<file path="config.mk">
export PLATFORM = sky130hd
export DESIGN_NAME = layer_stream_sequencer
export DESIGN_NICKNAME = d
export VERILOG_FILES = /design/src/rtl/nn_ctrl_pkg.sv /design/src/rtl/layer_stream_sequencer.sv
export SDC_FILE = /design/constraint.sdc
export NUM_CORES = 1
export LEC_CHECK = 0
export BUFFER_PORTS_ARGS = -buffer_cell sky130_fd_sc_hd__buf_4
export CORE_MARGIN = 10
export CORE_UTILIZATION = 50
export CTS_CLUSTER_DIAMETER = 200
export DETAILED_ROUTE_END_ITERATION = 7
export PLACE_DENSITY = 0.84
export SLEW_MARGIN = 20
export SYNTH_ARGS = -nofsm -noshare
export SYNTH_HDL_FRONTEND = slang
export SYNTH_SLANG_ARGS = --single-unit
</file>
<file path="constraint.sdc">
create_clock -name clk -period 30.1 [get_ports clk]
set_input_delay 9.03 -clock clk [delete_from_list [all_inputs] [get_ports clk]]
set_output_delay 9.03 -clock clk [all_outputs]
set_load 0.005 [all_outputs]
</file>
<file path="src/rtl/nn_ctrl_pkg.sv">
// Shared control definitions for the layer sequencer and the weight/bias config loader.
package nn_ctrl_pkg;

  localparam int unsigned BURST_CNT_W = 16;

  typedef enum logic {
    SEQ_IDLE  = 1'b0,
    SEQ_SHIFT = 1'b1
  } seq_state_e;

  // LSB position of word k in a flat bus of w-bit words.
  function automatic int unsigned word_lsb(input int unsigned k, input int unsigned w);
    return k * w;
  endfunction

endpackage

</file>
<file path="src/rtl/layer_stream_sequencer.sv">
// Captures a parallel burst from layer L and replays it as a serial stream into layer L+1.
module layer_stream_sequencer
  import nn_ctrl_pkg::*;
#(
  parameter int NN        = 30,
  parameter int dataWidth = 16
) (
  input  logic                     clk,
  input  logic                     rst,
  input  logic [NN-1:0]            in_valid,
  input  logic [NN*dataWidth-1:0]  in_data,
  input  logic                     err_clr,
  output logic                     out_valid,
  output logic [dataWidth-1:0]     out_data,
  output logic                     busy,
  output logic                     layer_done,
  output logic                     overrun,
  output logic                     misalign,
  output logic [BURST_CNT_W-1:0]   burst_cnt
);

  localparam int CNT_W = (NN > 1) ? $clog2(NN) : 1;
  localparam logic [CNT_W-1:0] LAST_IDX = CNT_W'(NN - 1);

  seq_state_e                 r_state;
  logic [CNT_W-1:0]           r_idx;
  logic [dataWidth-1:0]       r_buf [NN];
  logic                       r_out_valid;
  logic [dataWidth-1:0]       r_out_data;
  logic                       r_done;
  logic                       r_overrun;
  logic                       r_misalign;
  logic [BURST_CNT_W-1:0]     r_burst_cnt;

  logic [dataWidth-1:0]       w_in_word [NN];
  logic                       w_cap;
  logic                       w_partial;
  logic                       w_last;
  logic [CNT_W-1:0]           w_next_idx;

  for (genvar k = 0; k < NN; k++) begin : g_unpack
    assign w_in_word[k] = in_data[word_lsb(k, dataWidth) +: dataWidth];
  end

  assign w_cap      = &in_valid;
  assign w_partial  = (|in_valid) & ~w_cap;
  assign w_last     = (r_state == SEQ_SHIFT) && (r_idx == LAST_IDX);
  assign w_next_idx = r_idx + 1'b1;

  // out_data is registered one word ahead of r_idx so each word appears in the cycle its index is current.
  always_ff @(posedge clk or posedge rst) begin
    if (rst) begin
      r_state     <= SEQ_IDLE;
      r_idx       <= '0;
      r_buf       <= '{default: '0};
      r_out_valid <= 1'b0;
      r_out_data  <= '0;
      r_done      <= 1'b0;
      r_burst_cnt <= '0;
    end else if (r_state == SEQ_IDLE) begin
      if (w_cap) begin
        r_buf       <= w_in_word;
        r_idx       <= '0;
        r_state     <= SEQ_SHIFT;
        r_out_valid <= 1'b1;
        r_out_data  <= w_in_word[0];
      end
      r_done <= 1'b0;
    end else if (w_last) begin
      r_burst_cnt <= r_burst_cnt + 1'b1;
      r_done      <= 1'b0;
      r_idx       <= '0;
      if (w_cap) begin
        r_buf      <= w_in_word;
        r_out_data <= w_in_word[0];
      end else begin
        r_state     <= SEQ_IDLE;
        r_out_valid <= 1'b0;
        r_out_data  <= '0;
      end
    end else begin
      r_idx      <= w_next_idx;
      r_out_data <= r_buf[w_next_idx];
      r_done     <= (w_next_idx == LAST_IDX);
    end
  end

  // Sticky error flags: a new error event takes priority over err_clr.
  always_ff @(posedge clk or posedge rst) begin
    if (rst) begin
      r_overrun  <= 1'b0;
      r_misalign <= 1'b0;
    end else begin
      if ((r_state == SEQ_SHIFT) && !w_last && w_cap) r_overrun <= 1'b1;
      else if (err_clr)                                r_overrun <= 1'b0;
      if (w_partial)    r_misalign <= 1'b1;
      else if (err_clr) r_misalign <= 1'b0;
    end
  end

  assign out_valid  = r_out_valid;
  assign out_data   = r_out_data;
  assign busy       = (r_state == SEQ_SHIFT);
  assign layer_done = r_done;
  assign overrun    = r_overrun;
  assign misalign   = r_misalign;
  assign burst_cnt  = r_burst_cnt;

endmodule

</file>
Yosys cells after proc, flatten, opt, wreduce, memory -nomap -nowiden. Index checks and enable logic that the tools add are counted.

Flip-flop bits (word level): 522. Bits of input ports: 513. Output and inout port bits: 37.

Add/sub/neg operators: 2. Equality and inequality tests: 4. Bitwise gates (word level): 3. Order comparisons: 1. Muxes and demuxes: 25. Reductions and logical operators: 11.

Operators by type and width (count): $mux W480 (3); $mux W16 (6); $bmux W16 S5 (1); $reduce_and A30 Y1 (1); $reduce_or A30 Y1 (1); $add A16 B1 Y16 const B (1); $mux W5 (3); $mux W1 (12); $eq A5 B5 Y1 const B (2); $ge A6 B6 Y1 const B (1); $not A5 Y6 (1); $reduce_bool A2 Y1 (3); $add A5 B1 Y5 const B (1); $logic_and A1 B1 Y1 (3); $reduce_and A3 Y1 (1); $ne A2 B1 Y1 const B (1); $ne A2 B2 Y1 const B (1); $reduce_and A2 Y1 (1); $and A1 B1 Y1 (1); $logic_not A1 Y1 (1); $not A1 Y1 (1).

Depth between registers and ports, before layout.
Word-level depth: 7. Depth in mapped cells: 13.

Worst setup path after synthesis. Ideal clock, no wire load.

Path kind: input port to flip-flop. Start: in in_valid[28]. End: reg r_buf[100] in the netlist's numbering. Arrival: 10411 ps. Path buffers: 3. Required time: 29984 ps. Cell stages on the path: 8. Setup slack: 19573 ps. Cell sequence: nand4_1 nor4_1 nand3_1 clkbuf_1 buf_2 buf_2 nand2_1 nand2_1.

Longest elaborated chain between the ends: 4.

Ends and longest elaborated chain: start, declared (RTL line layer_stream_sequencer.sv:10) `input logic [NN-1:0] in_valid,`; $reduce_and A30 Y1 (*) (RTL line layer_stream_sequencer.sv:45) `assign w_cap = &in_valid;`; $mux W480 (*); $mux W480; $mux W480 (*); end signal, assigned (RTL line layer_stream_sequencer.sv:62) `r_buf <= w_in_word;`; end signal, assigned (RTL line layer_stream_sequencer.sv:74) `r_buf <= w_in_word;`; end, declared (RTL line layer_stream_sequencer.sv:27) `logic [dataWidth-1:0] r_buf [NN];`.

Mark *: on every way between the ends. The rest lies on a longest branch, timed or not. The select of a mux whose other input is x is not followed. A chain may end at the register's enable or synchronous reset.

Worst setup path after layout.
Start: in in_valid[5]. End: reg r_buf[233] in the netlist's numbering.

Same word-level chain as after synthesis.

==> results.md <==
* First-pass GRT wire length at 120 mm
* Flop-to-flop setup slack at 24710 ps
* Wire per inst at 21.8 um
* Setup bufs post-CTS at 0
* Nets at 3495
* Sink Count at 522
* Crit-path max FO at 106
* Cell taking the most area after synthesis: dfrtp_1
* Remaining DRCs at 0
* Vias after detailed routing at 20.2k
* Reg2reg start: r_idx[0]
* Vias in the first global route at ~21k
* Outcome: finished, final reports clean
* FFs w/ async S/R, synth at 100%
* Slew margin rel. at 25.6%
* Synth Area in Adders at 0.208%
* Period minus WS final at 11900 ps
* GRT Total Usage at a little over a quarter
* Layout area overhead at 25.3%
* Inst Count DP at 3534
* Clock Latency Late Sink at 600 ps
* Vias per cell at 5.55
* Mapped cell area at 24100 um^2
* Compound-gate portion of the synthesized area at 1.89%
* Flops & latches, synth at 522
* Top FF cell, synth: dfrtp_1
* Fin. Hold Viols at 0
* CTS root buf: clkbuf_16
* Final worst-path cycle share at 39.5%
* Multi-input gate area at 10000 um^2
* Pwr Total at 1.50 mW
* Finished Layout Cells at 3639
* Max Cap Viol at 0
* Post-CTS Hold Buffers at 0
* Die H at 240 um
* Multiplexer share of the synthesized area at 13.5%
* Syn Inst Count at 2503
* Core area at 47700 um^2
* Drt first-iter violations at 2327
* TritonCTS clock tree: built
* Initial Utilization at 50.5%
* Io pins at 550
* Reg2reg end: out_data[1]
* Synth warn at 0
* Worst vdd ir at 0.0453 mV
* ANT nets after route at 0
* Hpwl dp at ~57 mm
* Hold Path End: r_buf[237]
* Unrepaired setup endpoints after global routing: false
* Worst min path class: reg2reg
* Setup_tns at 0 ps
* TritonCTS Buffers at between 50 and 60
* Slew Limit Fails at 0
* Worst-margin pin slew at 1120 ps
* XOR/XNOR Fraction of Synth Area at 0.654%
* Worst setup path startpoint: in_valid[5]
* Worst Hold Depth at 2
* Clk buf depth at 3
* Post-synth net total at 3020
* Yosys top cell area share at 54.2%
* Worst Setup Start Kind: input pin
* Count leader, synth: nand2_1
* Die area at 57400 um^2
* Synth cell types at 46
* GRT overflow at 0
* Crit path DAT at around 12000 ps
* Final Skew at 20.9 ps
* Total power divided by cell area at 49.6 nW/um^2
* Clock Pin Slew Worst Setup and Hold Paths at 60 ps
* Largest net degree at the start of global routing at roughly 260
* Critical Path RT at 30580 ps
* Resized cells post-CTS at 0
* Critical hold path startpoint: r_buf[237]
* Chip width at approximately 240 um
* Storage element area at 13100 um^2
* WL final at 79.2 mm
* IO Port Bufs at 549
* Synth top cells by count: nand2_1, dfrtp_1, mux4_2
* # H-tree levels at 2
* Fraction of layout cells with a size suffix above 1 at 27.0%
* Worst R2R Path Depth at 9
* Area contributors post-synth: dfrtp_1, nand2_1, mux4_2, buf_6, mux2i_1
* Final setup viols at 0
* GPL Wtd Cong at 0.899
* Crit Path Class: in2reg
* Largest family of logic cells by synthesized area: simple AND/OR/NAND/NOR gates
* Antenna violations before repair at 2
* TritonRoute pass-1 iters at 5
* Filler Cell Count at 3556
* Endpoint class of the critical path: register
* Max Freq at 84.1 MHz
* EDFF count, synth at 0
* Register area share after synthesis at 54.2%
* Pleak at approximately 16 nW
* # rows at 80
* Post-Synth Simple-Gate Area at 25.0%
* Synth Area per Inst at roughly 9.6 um^2
-- where the power goes --
group / total [mW] / leakage (nW) / internal [mW] / switching (mW)
Sequential: 0.702 / 7.28 / 0.702 / 0.0000000789
Clock: 0.722 / 0.945 / 0.436 / 0.286
Combinational: 0.0744 / 8.13 / 0.0436 / 0.0308
-- routing by layer --
metal / global-route usage (%) / share of wire, % / up-vias
met5: 0 / 0.016 / -
met4: 10.8 / 3.8 / 2
met3: 6.73 / 9.4 / 183
met2: 43.9 / 48 / 1096
met1: 34.2 / 39 / 9894
li1: - / - / 9039
-- flip-flops by register name, indices dropped and copies added, names as in the netlist --
| register | cells |
|---|---|
| r_buf | 480 |
| burst_cnt | 16 |
| out_data | 16 |
| r_idx | 5 |
| busy | 1 |
| layer_done | 1 |
| misalign | 1 |
| out_valid | 1 |
| overrun | 1 |
-- worst max path at each step --
stage and end:
2_1_floorplan burst_cnt[0], 3_3_place_gp r_buf[278], 3_5_place_dp r_buf[235], 4_1_cts r_buf[375], 5_1_grt r_buf[233], 6_report r_buf[233]
-- logic make-up after synthesis --
group	count (synthesis)
and+or+nand+nor	1562
DFF	522
muxes	172
buffers and inverters	163
AOI/OAI and AO/OA	62
xor gates and xnor gates	18
adders and majority gates	4
-- cell type report --
| class | instances | area share, % |
|---|---|---|
| multi-input combinational | 1818 | 33.1 |
| sequential | 522 | 43.3 |
| inverter | 10 | 0.149 |
| clock buffer | 79 | 5.26 |
| tap | 615 | 2.55 |
| clock inverter | 22 | 1.14 |
| timing repair buffer | 571 | 14.5 |
| antenna | 2 | 0.0166 |
-- critical path: stages --
cell	delay, ps
buf_4	90
nand4_1	110
nor4_1	860
nand3_4	600
buf_4	620
buf_4	570
nand2_1	230
nand2_1	70
-- per-stage QoR --
| step | setup slack [ps] | cell area [um^2] | util, % | hold WS [ps] |
|---|---|---|---|---|
| after global routing | 18060 | 30200 | 63.2 | 491 |
| after global placement | 17860 | 28200 | 59.1 | 452 |
| after detailed placement | 17800 | 28200 | 59.1 | 457 |
| after floorplan | 6490 | 24100 | - | 440 |
| final | 18200 | 30200 | 63.2 | 470 |
| after CTS | 18360 | 30100 | 63.1 | 472 |
-- layout by cell type, fill, tap and decap left out, drive strengths merged, types with 3 or more instances in the layout --
master  instances
a21oi           9
nor4           10
ha              4
inv            12
a32oi           9
o311ai          9
o21ai           7
a22oi          12
mux4          119
nand2        1489
mux2i          29
buf           571
dfrtp         522
clkbuf         79
xnor2          12
nor3            5
nor2           14
nand4          14
o211ai          5
xor2            6
or4             3
mux2           24
nand4b          4
nand3          16
bufinv          8
clkinv         10
No activity file was read; power rests on OpenSTA's default activity.
